## config.mk

```make
export PLATFORM = sky130hd
export DESIGN_NAME = time_keeper_flat
export DESIGN_NICKNAME = d
export VERILOG_FILES = /design/src/rtl/time_keeper_if.sv /design/src/rtl/time_keeper.sv /design/src/flat_wrapper.sv
export SDC_FILE = /design/constraint.sdc
export NUM_CORES = 1
export LEC_CHECK = 0
export CAP_MARGIN = 20
export CORE_MARGIN = 10
export CORE_UTILIZATION = 44
export DETAILED_ROUTE_END_ITERATION = 12
export MAX_ROUTING_LAYER = met4
export PLACE_DENSITY = 0.71
export SETUP_SLACK_MARGIN = 0.3
export SYNTH_ARGS = -nofsm -noshare
export SYNTH_HDL_FRONTEND = slang
export SYNTH_SLANG_ARGS = --single-unit
```

## constraint.sdc

```tcl
create_clock -name clk -period 3.32 [get_ports clk]
set_clock_uncertainty 0.2 [all_clocks]
set_input_delay 0.498 -clock clk [delete_from_list [all_inputs] [get_ports clk]]
set_output_delay 0.498 -clock clk [all_outputs]
set_load 0.01 [all_outputs]
```

## src/rtl/time_keeper_if.sv

```systemverilog
// Signal bundle between the time_keeper core and its environment.
// The environment drives the clk_1hz wave and set/alarm controls; the core returns the time, pulses and alarm state.
interface time_keeper_if;
  logic       clk_1hz;
  logic       set_time;
  logic       set_alarm;
  logic [4:0] set_hh;
  logic [5:0] set_mm;
  logic       alarm_en;
  logic       alarm_stop;
  logic [4:0] hh;
  logic [5:0] mm;
  logic [5:0] ss;
  logic       sec_tick;
  logic       set_err;
  logic       alarm_ring;
  logic       alarm_state;  // debug view of the alarm FSM: 0 = IDLE, 1 = RINGING

  modport master (
    output clk_1hz, set_time, set_alarm, set_hh, set_mm, alarm_en, alarm_stop,
    input  hh, mm, ss, sec_tick, set_err, alarm_ring, alarm_state
  );

  modport slave (
    input  clk_1hz, set_time, set_alarm, set_hh, set_mm, alarm_en, alarm_stop,
    output hh, mm, ss, sec_tick, set_err, alarm_ring, alarm_state
  );
endinterface

```

## src/rtl/time_keeper.sv

```systemverilog
// 24 h hh:mm:ss time-of-day counter advanced by rising edges of an asynchronous 1 Hz wave,
// with one alarm time and a ringing FSM that auto-silences after RING_SECS seconds.
module time_keeper #(
  parameter int SYNC_STAGES = 2,
  parameter int RING_SECS   = 60
) (
  input  logic          clk,
  input  logic          rst_n,
  time_keeper_if.slave  bus
);

  typedef enum logic {
    IDLE    = 1'b0,
    RINGING = 1'b1
  } alarm_state_t;

  localparam logic [7:0] RING_LAST = 8'(RING_SECS - 1);

  logic [SYNC_STAGES-1:0] sync_q;
  logic                   edge_q;
  logic                   tick;

  logic [4:0]   hh_q;
  logic [5:0]   mm_q;
  logic [5:0]   ss_q;
  logic [4:0]   alarm_hh;
  logic [5:0]   alarm_mm;
  logic         sec_tick_q;
  logic         set_err_q;
  logic         ring_q;
  logic [7:0]   ring_cnt;
  alarm_state_t state;

  logic [4:0] nx_hh;
  logic [5:0] nx_mm;
  logic [5:0] nx_ss;
  logic       set_ok;
  logic       load_time;
  logic       load_alarm;
  logic       advance;
  logic       alarm_hit;

  // clk_1hz is asynchronous data: synchronise, then detect rising edges only.
  always_ff @(posedge clk or negedge rst_n) begin
    if (!rst_n) begin
      sync_q <= '0;
      edge_q <= 1'b0;
    end else begin
      sync_q <= {sync_q[SYNC_STAGES-2:0], bus.clk_1hz};
      edge_q <= sync_q[SYNC_STAGES-1];
    end
  end

  assign tick = sync_q[SYNC_STAGES-1] & ~edge_q;

  always_comb begin
    nx_hh = hh_q;
    nx_mm = mm_q;
    nx_ss = ss_q + 6'd1;
    if (ss_q >= 6'd59) begin
      nx_ss = '0;
      if (mm_q >= 6'd59) begin
        nx_mm = '0;
        nx_hh = (hh_q >= 5'd23) ? 5'd0 : hh_q + 5'd1;
      end else begin
        nx_mm = mm_q + 6'd1;
      end
    end
  end

  assign set_ok     = (bus.set_hh <= 5'd23) && (bus.set_mm <= 6'd59);
  assign load_time  = bus.set_time & set_ok;
  assign load_alarm = bus.set_alarm & set_ok;
  // A successful time load swallows a coincident tick.
  assign advance    = tick & ~load_time;
  assign alarm_hit  = advance && (nx_ss == 6'd0) && (nx_hh == alarm_hh) &&
                      (nx_mm == alarm_mm) && bus.alarm_en;

  always_ff @(posedge clk or negedge rst_n) begin
    if (!rst_n) begin
      hh_q       <= '0;
      mm_q       <= '0;
      ss_q       <= '0;
      alarm_hh   <= '0;
      alarm_mm   <= '0;
      sec_tick_q <= 1'b0;
      set_err_q  <= 1'b0;
    end else begin
      sec_tick_q <= advance;
      set_err_q  <= (bus.set_time | bus.set_alarm) & ~set_ok;
      if (load_time) begin
        hh_q <= bus.set_hh;
        mm_q <= bus.set_mm;
        ss_q <= '0;
      end else if (advance) begin
        hh_q <= nx_hh;
        mm_q <= nx_mm;
        ss_q <= nx_ss;
      end
      if (load_alarm) begin
        alarm_hh <= bus.set_hh;
        alarm_mm <= bus.set_mm;
      end
    end
  end

  // Ring counter counts ticks after entry; leaving on RING_LAST gives RING_SECS ticks of ringing.
  always_ff @(posedge clk or negedge rst_n) begin
    if (!rst_n) begin
      state    <= IDLE;
      ring_q   <= 1'b0;
      ring_cnt <= '0;
    end else begin
      case (state)
        IDLE: begin
          if (alarm_hit && !bus.alarm_stop) begin
            state    <= RINGING;
            ring_q   <= 1'b1;
            ring_cnt <= '0;
          end
        end
        RINGING: begin
          if (bus.alarm_stop || !bus.alarm_en) begin
            state  <= IDLE;
            ring_q <= 1'b0;
          end else if (advance) begin
            if (ring_cnt == RING_LAST) begin
              state  <= IDLE;
              ring_q <= 1'b0;
            end else begin
              ring_cnt <= ring_cnt + 8'd1;
            end
          end
        end
        default: begin
          state  <= IDLE;
          ring_q <= 1'b0;
        end
      endcase
    end
  end

  assign bus.hh          = hh_q;
  assign bus.mm          = mm_q;
  assign bus.ss          = ss_q;
  assign bus.sec_tick    = sec_tick_q;
  assign bus.set_err     = set_err_q;
  assign bus.alarm_ring  = ring_q;
  assign bus.alarm_state = state;

endmodule

```

## src/flat_wrapper.sv

```systemverilog
// flat-port wrapper written by rule: the top's interface ports become plain ports
module time_keeper_flat 
#(
  parameter int SYNC_STAGES = 2,
  parameter int RING_SECS   = 60
)
  (clk, rst_n, bus_clk_1hz, bus_set_time, bus_set_alarm, bus_set_hh, bus_set_mm, bus_alarm_en, bus_alarm_stop, bus_hh, bus_mm, bus_ss, bus_sec_tick, bus_set_err, bus_alarm_ring, bus_alarm_state);
  time_keeper_if bus_i ();
  input  logic clk;
  input  logic rst_n;
  input wire logic [$bits(bus_i.clk_1hz)-1:0] bus_clk_1hz;
  input wire logic [$bits(bus_i.set_time)-1:0] bus_set_time;
  input wire logic [$bits(bus_i.set_alarm)-1:0] bus_set_alarm;
  input wire logic [$bits(bus_i.set_hh)-1:0] bus_set_hh;
  input wire logic [$bits(bus_i.set_mm)-1:0] bus_set_mm;
  input wire logic [$bits(bus_i.alarm_en)-1:0] bus_alarm_en;
  input wire logic [$bits(bus_i.alarm_stop)-1:0] bus_alarm_stop;
  output wire logic [$bits(bus_i.hh)-1:0] bus_hh;
  output wire logic [$bits(bus_i.mm)-1:0] bus_mm;
  output wire logic [$bits(bus_i.ss)-1:0] bus_ss;
  output wire logic [$bits(bus_i.sec_tick)-1:0] bus_sec_tick;
  output wire logic [$bits(bus_i.set_err)-1:0] bus_set_err;
  output wire logic [$bits(bus_i.alarm_ring)-1:0] bus_alarm_ring;
  output wire logic [$bits(bus_i.alarm_state)-1:0] bus_alarm_state;
  assign bus_i.clk_1hz = bus_clk_1hz;
  assign bus_i.set_time = bus_set_time;
  assign bus_i.set_alarm = bus_set_alarm;
  assign bus_i.set_hh = bus_set_hh;
  assign bus_i.set_mm = bus_set_mm;
  assign bus_i.alarm_en = bus_alarm_en;
  assign bus_i.alarm_stop = bus_alarm_stop;
  assign bus_hh = bus_i.hh;
  assign bus_mm = bus_i.mm;
  assign bus_ss = bus_i.ss;
  assign bus_sec_tick = bus_i.sec_tick;
  assign bus_set_err = bus_i.set_err;
  assign bus_alarm_ring = bus_i.alarm_ring;
  assign bus_alarm_state = bus_i.alarm_state;
  time_keeper #(.SYNC_STAGES(SYNC_STAGES), .RING_SECS(RING_SECS)) u_core (.clk(clk), .rst_n(rst_n), .bus(bus_i));
endmodule
```

==> impl_metrics.ini <==
[critical_path]
critPathMaxStageDelay_ns = 0.46
cp_data_arrival_time_ns = 2.86
crit_buf_inv = 1
cpMaxStageDelayCell = dfrtp_1
critPathKind = flip-flop to flip-flop
critPathTopFamily = compound AO/OA/AOI/OAI gates
critPathRequiredTime_ns = 3.29
worstSetupEndpointType = flip-flop
cp-start-kind = flip-flop
crit_chain = ha_1, o2111a_1, a41o_1, a221oi_1, nand3_1, nor4_4, buf_4, a211oi_1
path_max_fanout = 10

[floorplan]
ios = 39
die_area_mm2 = 0.00979
row_count = 28
die_h_um = 99.0
coreArea_mm2 = 0.00599
die_x_um = 99.0
start_util_pct = 45.8

[synthesis]
synth_fp_nets = 335
ys_warn_count = 0
synthXorXnorAreaFrac_pct = 3.83
ys_types = 53
synth-seq-cells = 43
syn_area_mm2 = 0.00274
netlist_instances = 313
synthMuxAreaShare_pct = 5.25
synth_top_family_by_area = simple AND/OR/NAND/NOR gates
synth-edff-count = 0
synth_fa_ha_area_share_pct = 1.82
synth_compound_area_share_pct = 21.6
synth-simple-area-share_pct = 24.3
ys_seq_area_share_pct = 39.2
ys_async_sr_fraction_pct = 100
synth_ff_type = dfrtp_1
synth_area_per_cell_um2 = 8.76

[power]
comb_power_share_pct = 24.8
p_per_area_mw_per_mm2 = 414
seqPwrFrac_pct = 48.6
power_mw = 1.36
p_clk_share_pct = 26.6
ir_drop_v = 0.000245
internal_power_mw = 0.924
swShare_pct = 31.8
p_leak_nw = 1.29
power_switching_mw = 0.432

[detailed_routing]
viasPerCell = 5.94
wl_mm = 6.92
dr.pass1.iters = 4
drcViolationCount = 0
met1_length_mm = 3.24
drt_iter0_markers = 109
wire_per_inst_um = 16.5
vias = 2488
dr_wl_met3_um = 362
top_layer = met4
dr_wl_met2_mm = 3.27
detail-route-antenna-nets = 0

[place]
dp.cells = 410
hpwl_mm = 5.23
gp_congestion = 0.927
dpl_cell_area_mm2 = 0.00315
numPortBuffers = 38

[clock_network]
clk_pin_slew_worst_paths_ns = 0.08
clk_latency_ns = 0.29
cts_root_buffer = clkbuf_8
cts_buffers = 5
cts_tree = built
ctsHoldBuffers = 0
h-tree-depth = 2
cts_sinks = 43
cts.path.max_buffers = 2

[sta]
timing.fmax_ghz = 0.346
slew_headroom_pct = 37.1
post-route-period-util_pct = 87.0
maxSlewViolCount = 0
rsz0062_at_grt = no
holdWs_ns = 0.132
period_minus_slack_ns = 2.89
tightest_slew_ns = 0.944
hold_viol = 0
setup_violations = 0
tns_ns = 0

[run_status]
status = finished clean

[global_routing]
grt_max_degree = 44
grt_pass1_wl_mm = 11.6
grt_util_all_layers_pct = 14.3
grt_pass1_vias = 2403
overflow = 0
antenna_found_initial = 0

[cells_and_area]
design_area_mm2 = 0.00327
antenna_cells = 0
fin_nets = 365
drive_above_1_share_pct = 9.59
instances_no_fill = 419
syn_to_final_growth_pct = 19.4
fill_cells = 575

[job]
drv_cap = 0

[hold_path]
worstHoldPathType = primary input to asynchronous set/reset pin
[sequential cells by signal, indices dropped and copies added (netlist names)]
name                    flops
u_core.bus.alarm_state      1
u_core.bus.alarm_ring       1
u_core.bus.ss               6
u_core.bus.sec_tick         1
u_core.sync_q               2
u_core.alarm_hh             5
u_core.bus.set_err          1
u_core.bus.mm               6
u_core.alarm_mm             6
u_core.edge_q               1
u_core.ring_cnt             8
u_core.bus.hh               5
[per-layer routing]
layer | GRT usage (%) | up-vias
li1 | - | 1216
met1 | 18.2 | 1203
met2 | 23.0 | 62
met3 | 2.93 | 7
met4 | 2.65 | 0
met5 | - | -
[power groups by stage]
| stage | Sequential [mW] | Combinational, mW | Clock, mW |
|---|---|---|---|
| floorplan | 0.629 | 0.235 | 0 |
| global placement | 0.664 | 0.331 | 0 |
| detailed placement | 0.665 | 0.336 | 0 |
| CTS | 0.655 | 0.338 | 0.371 |
| global route | 0.667 | 0.375 | 0.394 |
| finish | 0.659 | 0.336 | 0.361 |
[cells in the final DEF (no fill, tap or decap), drive strengths merged, types with 4 or more instances in the layout]
cell and count:
nor3 8, nand2 32, nor2b 5, a21oi 24, ha 4, nor4 4
dfrtp 43, inv 5, clkdlybuf4s50 37, nand4 9, xor2 9, a31oi 7
a211oi 6, mux2 11, nand3 12, clkbuf 8, nor2 33, nand2b 6
buf 6, and3 6, a221oi 4, o21ai 24
[cell usage after synthesis (2+ instances only)]
cell       instances  area (µm²)
a21oi_1           24         120
nor3b_1            2        15.0
xnor2_1            3        26.3
a221oi_1           4        35.0
and3_1             6        37.5
nand2_1           32         120
or3_1              2        12.5
nor3_1             8        40.0
nand3b_1           2        15.0
o31ai_1            2        15.0
inv_1              5        18.8
o211ai_1           3        22.5
nand4_1            9        56.3
nor2b_1            5        31.3
and4b_1            2        20.0
xor2_1             9        78.8
a211oi_1           6        45.0
nor2_1            33         124
nand2b_1           6        37.5
a41o_1             2        20.0
o2111ai_2          2        30.0
o2111a_1           2        22.5
ha_1               4        50.1
clkbuf_1          10        37.5
mux2i_1            2        20.0
dfrtp_1           43        1080
nand3_1           12        60.1
nor4_1             2        12.5
buf_2              9        45.0
o21ai_0           23         115
a31oi_1            7        43.8
mux2_2            11         124
[cell type report]
class	count	area, µm²	share of cell area [%]
multi-input cells	245	1570	48.0
flip-flops and latches	43	1080	32.9
repair buffers	43	413	12.6
clock buffers	8	100	3.06
well taps	75	93.8	2.87
inverters	5	18.8	0.573
[through the flow]
| stage | util [%] | setup WS, ns |
|---|---|---|
| 3_3_place_gp | 52.6 | 0.294 |
| 4_1_cts | 54.4 | 0.310 |
| 6_report | 54.7 | 0.431 |
| 5_1_grt | 54.7 | 0.313 |
| 3_5_place_dp | 52.6 | 0.189 |
| 2_1_floorplan | - | 0.678 |
[worst paths after layout]
| kind | start | end | slack, ns | cells past startpoint |
|---|---|---|---|---|
| worst max-delay path | u_core.bus.mm[0] | u_core.ring_cnt[1] | 0.43 | 8 |
| worst min-delay path | rst_n | u_core.bus.mm[5] | 0.13 | 1 |
| worst max register to register | u_core.bus.mm[0] | u_core.ring_cnt[1] | 0.43 | 8 |
| worst min register to register | u_core.sync_q[0] | u_core.sync_q[1] | 0.16 | 0 |
| max in group asynchronous | rst_n | u_core.ring_cnt[0] | 2.18 | 1 |
| min in group clk | u_core.sync_q[0] | u_core.sync_q[1] | 0.16 | 0 |
[cell families after synthesis]
logic type / count (synthesis)
AND/OR/NAND/NOR: 129
AO/OA/AOI/OAI: 87
flip-flops: 43
buffers and inverters: 25
multiplexers: 13
XOR/XNOR: 12
adder cells (fa/ha/maj): 4
[what timing repair did]
item	CTS	global route
pin swaps	1	0
gates resized for setup	0	3
endpoints found under the setup margin	10	10
buffers inserted	1	0
Note: power is estimated with default switching activity, not from simulation.
